`src/rtl/peripheral_encoder.sv`:
```
// Dual-motor quadrature encoder peripheral: x4 decode into wrapping position
// counters, windowed signed speed measurement, and a register map on the J1 I/O bus.
module peripheral_encoder #(
    parameter logic [15:0] WINDOW_RST = 16'd50000
) (
    input  logic        clk,
    input  logic        rst,
    input  logic [15:0] d_in,
    input  logic        cs,
    input  logic [3:0]  addr,
    input  logic        rd,
    input  logic        wr,
    output logic [15:0] d_out,
    input  logic [1:0]  enc_a,
    input  logic [1:0]  enc_b
);

    localparam logic [3:0] ADDR_COUNT1  = 4'h0;
    localparam logic [3:0] ADDR_COUNT2  = 4'h2;
    localparam logic [3:0] ADDR_STATUS  = 4'h4;
    localparam logic [3:0] ADDR_CONTROL = 4'h6;
    localparam logic [3:0] ADDR_WINDOW  = 4'h8;
    localparam logic [3:0] ADDR_SPEED1  = 4'hA;
    localparam logic [3:0] ADDR_SPEED2  = 4'hC;

    logic [1:0]  r_sync1_a;
    logic [1:0]  r_sync2_a;
    logic [1:0]  r_sync1_b;
    logic [1:0]  r_sync2_b;
    logic [1:0]  r_prev_a;
    logic [1:0]  r_prev_b;
    logic [1:0]  r_arm;

    logic [15:0] r_count [2];
    logic [15:0] r_acc   [2];
    logic [15:0] r_speed [2];
    logic [1:0]  r_err;
    logic [1:0]  r_dir;
    logic [15:0] r_window;
    logic [15:0] r_win_cnt;

    logic [1:0]  w_fwd;
    logic [1:0]  w_rev;
    logic [1:0]  w_ill;
    logic        w_wr_en;
    logic        w_rd_en;
    logic        w_ctrl_wr;
    logic        w_win_wr;
    logic [1:0]  w_clr_cnt;
    logic        w_clr_err;
    logic        w_clr_spd;
    logic        w_win_zero;
    logic        w_win_end;

    function automatic logic [15:0] f_sat_step(input logic [15:0] acc,
                                               input logic        up,
                                               input logic        dn);
        logic [15:0] res;
        res = acc;
        if (up && (acc != 16'h7FFF)) begin
            res = acc + 16'd1;
        end else if (dn && (acc != 16'h8000)) begin
            res = acc - 16'd1;
        end
        return res;
    endfunction

    // Bus decode; a simultaneous rd is suppressed whenever wr is present.
    assign w_wr_en    = cs && wr;
    assign w_rd_en    = cs && rd && !wr;
    assign w_ctrl_wr  = w_wr_en && (addr == ADDR_CONTROL);
    assign w_win_wr   = w_wr_en && (addr == ADDR_WINDOW);
    assign w_clr_cnt  = w_ctrl_wr ? d_in[1:0] : 2'b00;
    assign w_clr_err  = w_ctrl_wr && d_in[2];
    assign w_clr_spd  = w_ctrl_wr && d_in[3];
    assign w_win_zero = (r_window == 16'h0000);
    assign w_win_end  = !w_win_zero && (r_win_cnt == (r_window - 16'd1));

    // r_arm holds decoding off until r_prev carries a fully synchronized sample,
    // so encoder levels present at reset release never produce a count or error.
    always_ff @(posedge clk or posedge rst) begin
        if (rst) begin
            r_sync1_a <= 2'b00;
            r_sync2_a <= 2'b00;
            r_sync1_b <= 2'b00;
            r_sync2_b <= 2'b00;
            r_prev_a  <= 2'b00;
            r_prev_b  <= 2'b00;
            r_arm     <= 2'd0;
        end else begin
            r_sync1_a <= enc_a;
            r_sync2_a <= r_sync1_a;
            r_sync1_b <= enc_b;
            r_sync2_b <= r_sync1_b;
            r_prev_a  <= r_sync2_a;
            r_prev_b  <= r_sync2_b;
            if (r_arm != 2'd3) begin
                r_arm <= r_arm + 2'd1;
            end
        end
    end

    always_comb begin
        w_fwd = 2'b00;
        w_rev = 2'b00;
        w_ill = 2'b00;
        for (int i = 0; i < 2; i++) begin
            if (r_arm == 2'd3) begin
                case ({r_prev_a[i], r_prev_b[i], r_sync2_a[i], r_sync2_b[i]})
                    4'b0010, 4'b1011, 4'b1101, 4'b0100: w_fwd[i] = 1'b1;
                    4'b0001, 4'b0111, 4'b1110, 4'b1000: w_rev[i] = 1'b1;
                    4'b0011, 4'b1100, 4'b1001, 4'b0110: w_ill[i] = 1'b1;
                    default: ;
                endcase
            end
        end
    end

    // Position, sticky error and direction; a control clear beats a same-cycle step.
    always_ff @(posedge clk or posedge rst) begin
        if (rst) begin
            for (int i = 0; i < 2; i++) begin
                r_count[i] <= 16'h0000;
            end
            r_err <= 2'b00;
            r_dir <= 2'b00;
        end else begin
            for (int i = 0; i < 2; i++) begin
                if (w_clr_cnt[i]) begin
                    r_count[i] <= 16'h0000;
                end else if (w_fwd[i]) begin
                    r_count[i] <= r_count[i] + 16'd1;
                end else if (w_rev[i]) begin
                    r_count[i] <= r_count[i] - 16'd1;
                end

                if (w_clr_err) begin
                    r_err[i] <= 1'b0;
                end else if (w_ill[i]) begin
                    r_err[i] <= 1'b1;
                end

                if (w_fwd[i]) begin
                    r_dir[i] <= 1'b0;
                end else if (w_rev[i]) begin
                    r_dir[i] <= 1'b1;
                end
            end
        end
    end

    always_ff @(posedge clk or posedge rst) begin
        if (rst) begin
            r_window  <= WINDOW_RST;
            r_win_cnt <= 16'h0000;
        end else if (w_win_wr) begin
            r_window  <= d_in;
            r_win_cnt <= 16'h0000;
        end else if (w_win_zero || w_win_end) begin
            r_win_cnt <= 16'h0000;
        end else begin
            r_win_cnt <= r_win_cnt + 16'd1;
        end
    end

    // The window-end load folds in a step landing on that same cycle.
    always_ff @(posedge clk or posedge rst) begin
        if (rst) begin
            for (int i = 0; i < 2; i++) begin
                r_acc[i]   <= 16'h0000;
                r_speed[i] <= 16'h0000;
            end
        end else begin
            for (int i = 0; i < 2; i++) begin
                if (w_clr_spd) begin
                    r_speed[i] <= 16'h0000;
                end else if (w_win_end && !w_win_wr) begin
                    r_speed[i] <= f_sat_step(r_acc[i], w_fwd[i], w_rev[i]);
                end

                if (w_win_wr || w_clr_spd || w_win_zero || w_win_end) begin
                    r_acc[i] <= 16'h0000;
                end else begin
                    r_acc[i] <= f_sat_step(r_acc[i], w_fwd[i], w_rev[i]);
                end
            end
        end
    end

    always_ff @(posedge clk or posedge rst) begin
        if (rst) begin
            d_out <= 16'h0000;
        end else if (w_rd_en) begin
            case (addr)
                ADDR_COUNT1: d_out <= r_count[0];
                ADDR_COUNT2: d_out <= r_count[1];
                ADDR_STATUS: d_out <= {12'h000, r_dir[1], r_dir[0], r_err[1], r_err[0]};
                ADDR_WINDOW: d_out <= r_window;
                ADDR_SPEED1: d_out <= r_speed[0];
                ADDR_SPEED2: d_out <= r_speed[1];
                default:     d_out <= 16'h0000;
            endcase
        end else begin
            d_out <= 16'h0000;
        end
    end

endmodule

```
`config.mk`:
```
export PLATFORM = sky130hd
export DESIGN_NAME = peripheral_encoder
export DESIGN_NICKNAME = d
export VERILOG_FILES = /design/src/rtl/peripheral_encoder.sv
export SDC_FILE = /design/constraint.sdc
export NUM_CORES = 1
export LEC_CHECK = 0
export BUFFER_PORTS_ARGS = -buffer_cell sky130_fd_sc_hd__buf_2
export CORE_ASPECT_RATIO = 1.2
export CORE_MARGIN = 5
export CORE_UTILIZATION = 60
export CTS_CLUSTER_DIAMETER = 150
export CTS_CLUSTER_SIZE = 40
export DETAILED_ROUTE_END_ITERATION = 7
export HOLD_SLACK_MARGIN = 0.08
export PLACE_DENSITY_LB_ADDON = 0.2
export RECOVER_POWER = 100
export SLEW_MARGIN = 20
export SYNTH_ARGS = -nofsm -noshare
export SYNTH_HDL_FRONTEND = slang
export SYNTH_SLANG_ARGS = --single-unit
```
`constraint.sdc`:
```
create_clock -name clk -period 5.1 [get_ports clk]
set_input_delay 0.255 -clock clk [delete_from_list [all_inputs] [get_ports clk]]
set_output_delay 0.255 -clock clk [all_outputs]
set_load 0.02 [all_outputs]
```
==> results of run 1 <==
-- cell type report --
cell class                      count  area [sq um]
Clock buffer                       19           443
Clock inverter                     13           173
Fill cell                        1329          5260
Inverter                           25          93.8
Multi-Input combinational cell    833          5510
Sequential cell                   162          4060
Tap cell                          212           265
Timing Repair Buffer               75           468
-- flip-flops by register name (all words and copies together) (netlist names) --
signal     count
r_acc         32
r_sync2_a      2
r_prev_a       2
d_out         16
r_window      16
r_err          2
r_dir          2
r_arm          2
r_prev_b       2
r_sync1_a      2
r_sync1_b      2
r_sync2_b      2
r_win_cnt     16
r_count       32
r_speed       32
-- power by group through the flow --
stage / clock, uW / sequential, uW / combinational (uW)
finish: 1340 / 2230 / 2410
global route: 1420 / 2270 / 2730
CTS: 1360 / 2210 / 2390
detailed placement: 0 / 2230 / 2360
global placement: 0 / 2220 / 2320
floorplan: 0 / 1980 / 2040
-- per-layer routing --
metal | wire [microns] | global-route usage [%] | part of all wire, %
met5 | 0 | 0 | 0
met4 | 790 | 9.23 | 3.1
met3 | 1610 | 5.26 | 6.2
met2 | 12500 | 46.9 | 48
met1 | 11000 | 37.1 | 42
-- logic make-up after synthesis --
group	Yosys count	share of synthesized area, %
compound gates	282	19.3
xor+xnor	92	8.11
fa+ha+maj	42	5.44
buf+inv	90	3.82
flops	162	40.9
mux	19	2.08
simple gates	398	20.4
-- tightest hold or removal path, stage by stage --
cell	delay, ns
buf_2	0.12
nand2_1	0.05
o21ai_0	0.06
-- how the worst max path moves through the flow --
stage	from	to	slack [ns]
after CTS	r_arm[0]$_DFFE_PP0N_	r_count[14]$_DFFE_PP0P_	1.52
after global placement	r_arm[0]$_DFFE_PP0N_	r_count[14]$_DFFE_PP0P_	1.64
final	r_window[0]$_DFFE_PP0P_	r_acc[30]$_DFF_PP0_	0.98
after detailed placement	r_arm[0]$_DFFE_PP0N_	r_count[7]$_DFFE_PP0P_	1.55
after global routing	rst	d_out[3]$_DFF_PP0_	0.71
after floorplan	rst	d_out[0]$_DFF_PP0_	0.48
-- stage by stage --
stage | instances | power [uW] | hold slack [ns] | setup WS [ns]
final | 1339 | 5980 | 0.101 | 0.982
after detailed placement | 1289 | 4590 | 0.337 | 1.55
after global routing | 1339 | 6430 | 0.107 | 0.709
after CTS | 1339 | 5970 | 0.0909 | 1.52
after floorplan | 1085 | 4020 | 0.286 | 0.478
after global placement | 1289 | 4540 | 0.334 | 1.64
-- cell usage in the layout (no fill, tap or decap), types with 10 or more instances in the layout --
cell type      instances
a211oi_1              16
a21boi_0              30
a21oi_1               66
a22oi_1               30
a2bb2oi_1             26
a31oi_1               22
and3_1                17
buf_2                 27
buf_4                 10
clkbuf_1              19
clkbuf_16             17
dfrtp_1              156
dlygate4sd3_1         18
ha_1                  40
inv_1                 24
mux2_2                13
nand2_1               99
nand3_1               26
nand4_1               12
nor2_1                72
nor3_1                86
nor4_1                12
o21a_1                10
o21ai_0               36
or3_1                 14
xnor2_1               50
xor2_1                42
-- what timing repair did --
item / 4_1_cts / 5_1_grt
endpoints found under the hold margin: 102 / 0
hold buffers: 18 / 0
gates resized for setup: 0 / 0
==> run_results.csv, run 1 <==
group,metric,value,unit
floorplan,initial_core_util,61.0,%
finish,final_area,0.0110,sq mm
finish,diodes,0,
logic_synthesis,yosysTopAreaCell,"dfrtp_1",
logic_synthesis,synth_edf_count,0,
logic_synthesis,synth_area_leaders,"dfrtp_1 39%, ha_1 5.0%, xnor2_1 4.4%",
place,finalWeightedCongestion,0.908,
pwr,p_per_area,543,mW/mm^2
place,dpl_cell_area,0.0103,sq mm
logic_synthesis,avgSynthCellArea,9.15,sq um
floorplan,ios,45,
clocking,htreeDepth,4,
timing,max_freq,0.243,GHz
finish,fin_util,67.7,%
finish,area_growth,10.9,%
min_path,min-delay-start,"d_in[0]",
logic_synthesis,synthesis.instances,1085,
floorplan,rows,51,
finish,layout-drive-gt1-share,9.58,%
setup_path,crit_chain,"inv_1, ha_1, nor3b_4, a21oi_1, or3_1, a2111oi_4, nand4_2, clkbuf_2, o21ai_4, clkbuf_2, nor3_1",
clocking,post-cts-setup-buffer-count,0,
clocking,insertion_delay,0.43,ns
clocking,clock_path_buffers,2,
setup_path,critPathKind,"flip-flop to flip-flop",
timing,slew_violations,90,
detailed_routing,dr.pass1.iters,6,
detailed_routing,post_drt_wl_per_cell,19.3,microns
logic_synthesis,synth_area,0.00993,sq mm
grt,grt_util_all_layers,28.1,%
run_status,status,"finished with violations",
floorplan,die_area,0.0192,sq mm
clocking,numCtsBuffers,17,
setup_path,worstPathRequired,5.35,ns
setup_path,cp.depth,11,
grt,grt_pass1_vias,8347,
floorplan,core,0.0163,sq mm
clocking,cts_tree,"built",
setup_path,crit_top_cell,"clkbuf_2",
logic_synthesis,synth_commonest_cells,"156 x dfrtp_1, 99 x nand2_1, 86 x nor3_1",
grt,grt_pass1_wl,43300,microns
timing,finalCritPeriodShare,80.7,%
timing,layout_min_cycle_time,4.12,ns
logic_synthesis,ys_async_sr_fraction,100,%
detailed_routing,viasPerCell,6.36,
grt,antenna_found_initial,0,
pwr,p_int,3580,uW
detailed_routing,drcViolationCount,0,
detailed_routing,ant_nets,0,
min_path,min_to,"r_window[0]$_DFFE_PP0P_",
finish,final_nets,1185,
setup_path,worstPathArrival,4.37,ns
clocking,cts-root-buf,"clkbuf_16",
grt,grt_remaining_overflow,0,
min_path,hold_class,"input port to flip-flop",
setup_path,reg2reg_depth,11,
floorplan,dieHeight,151,microns
setup_path,r2r-start,"r_window[0]$_DFFE_PP0P_",
run_status,violations,"max-capacitance violations, max-slew violations",
setup_path,path_buf_inv,3,
timing,max_slew_margin,-125,%
pwr,ir_worst_vdd,0.353,mV
clocking,path_clk_slew,0.06,ns
timing,finalSetupViolCount,0,
logic_synthesis,yosysMostFrequentCell,"dfrtp_1",
min_path,hold_path_depth,3,
setup_path,start_kind,"flip-flop",
pwr,leakage,0.00461,uW
setup_path,path_max_fanout,48,
logic_synthesis,syn-num-nets,1156,
logic_synthesis,yosysUniqueCellTypes,70,
timing,hold_viol,0,
logic_synthesis,ys_seq_area_share,40.9,%
detailed_routing,drt_iter0_markers,817,
timing,worst_pin_slew,3.38,ns
place,hpwl,18000,microns
pwr,combPwrFrac,40.2,%
timing,skew,0.0118,ns
floorplan,die_w,127,microns
flow_run,drv_cap,1,
setup_path,r2r_slack,0.98,ns
logic_synthesis,synth-seq-cells,162,
logic_synthesis,synth_warnings,0,
clocking,clock-sinks,162,
setup_path,cp_slowest_cell,"clkbuf_2",
detailed_routing,wl,25900,microns
grt,grt_max_degree,90,
timing,tns,0,ns
setup_path,end_kind,"flip-flop",
pwr,power_frac_seq,37.3,%
place,io_buffers,44,
setup_path,r2r_end,"r_acc[30]$_DFF_PP0_",
setup_path,critical-path-top-delay-family,"buffers and inverters",
setup_path,cpPeakStageDelay,0.89,ns
pwr,clkPwrFrac,22.5,%
detailed_routing,vias,8520,
logic_synthesis,synth_top_area_share,39.3,%
logic_synthesis,synth_ff_type,"dfrtp_1",
pwr,swShare,40.1,%
pwr,p_sw,2400,uW
timing,rsz0062_at_grt,"false",
Note: power is estimated with default switching activity, not from simulation.
==> run 2: changes to the inputs <==
==> constraint.sdc (replaced) <==
create_clock -name clk -period 4.15 [get_ports clk]
set_input_delay 0.2075 -clock clk [delete_from_list [all_inputs] [get_ports clk]]
set_output_delay 0.2075 -clock clk [all_outputs]
set_load 0.02 [all_outputs]
==> run 2 against run 1 <==
  * Wire length is 1.6% higher
  * Sequential share of layout area is 0.080 points lower
  * Clock power is 22% higher
  * First-iteration DRC count is 3.4% lower
  * Worst hold slack better by 0.21 ns
  * The flow still finishes with violations (max-capacitance violations, max-slew violations)
  * Register-to-register slack worse by 0.61 ns
  * Utilization is 0.15 points higher
  * Maximum frequency is 9.0% higher
  * Design area is 0.22% higher
  * Final cell count is 0.37% higher
  * Sequential power is 23% higher
==> run_results.csv, run 2 (synthesis gave the netlist of run 1 again) <==
group,metric,value,unit
run_status,status,"finished with violations",
run_status,violations,"max-capacitance violations, max-slew violations",
setup_path,cpPeakStageDelay,0.48,ns
grt,grt_pass1_vias,8278,
place,hpwl,18100,microns
clocking,insertion_delay,0.43,ns
finish,final_area,0.0110,sq mm
setup_path,path_max_fanout,34,
min_path,hold_class,"input port to flip-flop",
setup_path,end_kind,"flip-flop",
timing,skew,0.00972,ns
flow_run,drv_cap,1,
setup_path,start_kind,"flip-flop",
grt,grt_max_degree,142,
timing,max_slew_margin,-27.2,%
grt,antenna_found_initial,0,
clocking,clock_path_buffers,2,
floorplan,die_w,127,microns
pwr,combPwrFrac,40.6,%
place,dpl_cell_area,0.0103,sq mm
clocking,numCtsBuffers,17,
pwr,p_total,7380,uW
pwr,p_sw,2960,uW
timing,tns,0,ns
grt,grt_util_all_layers,28.3,%
place,dpl_worst_slack,0.566,ns
detailed_routing,ant_nets,0,
detailed_routing,viasPerCell,6.44,
detailed_routing,dr.pass1.iters,6,
detailed_routing,vias,8657,
setup_path,worstPathRequired,4.44,ns
setup_path,critical-path-top-delay-family,"simple AND/OR/NAND/NOR gates",
setup_path,crit_chain,"inv_1, ha_1, nor3b_4, a21oi_1, or3_1, a2111oi_4, nand4_2, clkbuf_2, o21ai_4, clkbuf_4, nor3_1",
floorplan,initial_core_util,61.0,%
timing,hold_slack,0.313,ns
finish,final_nets,1189,
clocking,htreeDepth,4,
timing,rsz0062_at_grt,"false",
pwr,clkPwrFrac,22.2,%
timing,layout_min_cycle_time,3.78,ns
setup_path,worstPathArrival,4.07,ns
floorplan,core,0.0163,sq mm
timing,hold_viol,0,
setup_path,cp_slowest_cell,"clkbuf_2",
pwr,ir_worst_vdd,0.358,mV
finish,top_regs,"r_acc (32), r_count (32), r_speed (32)",
grt,grt_remaining_overflow,0,
timing,worst_pin_slew,1.91,ns
clocking,cts-root-buf,"clkbuf_16",
clocking,clock-sinks,162,
pwr,power_frac_seq,37.1,%
floorplan,ios,45,
detailed_routing,drcViolationCount,0,
clocking,cts_tree,"built",
detailed_routing,wl,26300,microns
pwr,p_int,4420,uW
clocking,path_clk_slew,0.07,ns
finish,final_cell_mix,"156 x dfrtp_1, 99 x nand2_1, 86 x nor3_1, 73 x nor2_1, 66 x a21oi_1",
setup_path,path_buf_inv,3,
floorplan,dieHeight,151,microns
timing,max_freq,0.265,GHz
detailed_routing,drt_iter0_markers,789,
timing,finalCritPeriodShare,91.0,%
pwr,p_per_area,668,mW/mm^2
setup_path,critPathKind,"flip-flop to flip-flop",
timing,slew_violations,142,
timing,finalSetupViolCount,0,
floorplan,die_area,0.0192,sq mm
place,finalWeightedCongestion,0.933,
pwr,leakage,0.00460,uW
floorplan,rows,51,
timing,fin_ws,0.373,ns
place,io_buffers,44,
finish,area_growth,11.2,%
pwr,swShare,40.1,%
grt,grt_pass1_wl,43500,microns
clocking,cts_resized,0,
detailed_routing,post_drt_wl_per_cell,19.6,microns
finish,layout-drive-gt1-share,9.46,%
finish,final_common_cell,"dfrtp_1",
[run 2: cell types whose count changed in the layout (fill, tap and decap cells not counted), moves of 2 or more]
cell,previous run,this run
dlygate4sd3_1,18,20
clkinvlp_4,0,2
buf_4,10,7
clkinv_2,2,0
clkbuf_4,0,2
clkbuf_1,19,23
[run 2: layout make-up]
| cell class | count | area [sq um] |
|---|---|---|
| Antenna cell | 1 | 2.50 |
| Clock buffer | 22 | 464 |
| Clock inverter | 10 | 149 |
| Fill cell | 1296 | 5230 |
| Inverter | 25 | 95.1 |
| Multi-Input combinational cell | 833 | 5510 |
| Sequential cell | 162 | 4060 |
| Tap cell | 212 | 265 |
| Timing Repair Buffer | 79 | 493 |
[run 2: routing by layer]
layer  wire, microns  GRT usage [%]
met1           11300           38.4
met2           12600           45.3
met3            1350           4.13
met4             986           12.3
met5               0              0
[run 2: power by group through the flow]
stage | clock (uW) | combinational [uW] | sequential (uW)
finish | 1640 | 3000 | 2740
global route | 1730 | 3380 | 2800
CTS | 1660 | 2980 | 2720
detailed placement | 0 | 2930 | 2740
global placement | 0 | 2870 | 2730
floorplan | 0 | 2500 | 2430
[run 2: path summary, 6_finish.rpt]
check,slack (ns),startpoint,cells after the start,endpoint
hold reg to reg,0.35,r_sync1_b[1]$_DFF_PP0_,0,r_sync2_b[1]$_DFF_PP0_
min in group asynchronous,0.48,rst,3,r_win_cnt[8]$_DFF_PP0_
hold / removal,0.31,d_in[3],2,r_speed[26]$_DFFE_PP0P_
setup / recovery,0.37,r_window[0]$_DFFE_PP0P_,11,r_acc[5]$_DFF_PP0_
setup reg to reg,0.37,r_window[0]$_DFFE_PP0P_,11,r_acc[5]$_DFF_PP0_
max in group asynchronous,1.24,rst,4,r_acc[1]$_DFF_PP0_
[run 2: per-stage QoR]
| stage | util, % | cells |
|---|---|---|
| after CTS | 68.2 | 1343 |
| after global placement | 63.2 | 1291 |
| after global routing | 67.8 | 1343 |
| after detailed placement | 63.2 | 1291 |
| final | 67.8 | 1344 |
| after floorplan | - | 1085 |
[run 2: what timing repair did]
item                       in CTS  in global routing
hold endpoints to repair       41                  0
setup endpoints to repair       0                  0
setup buffers                   0                  0
hold buffers                   20                  0
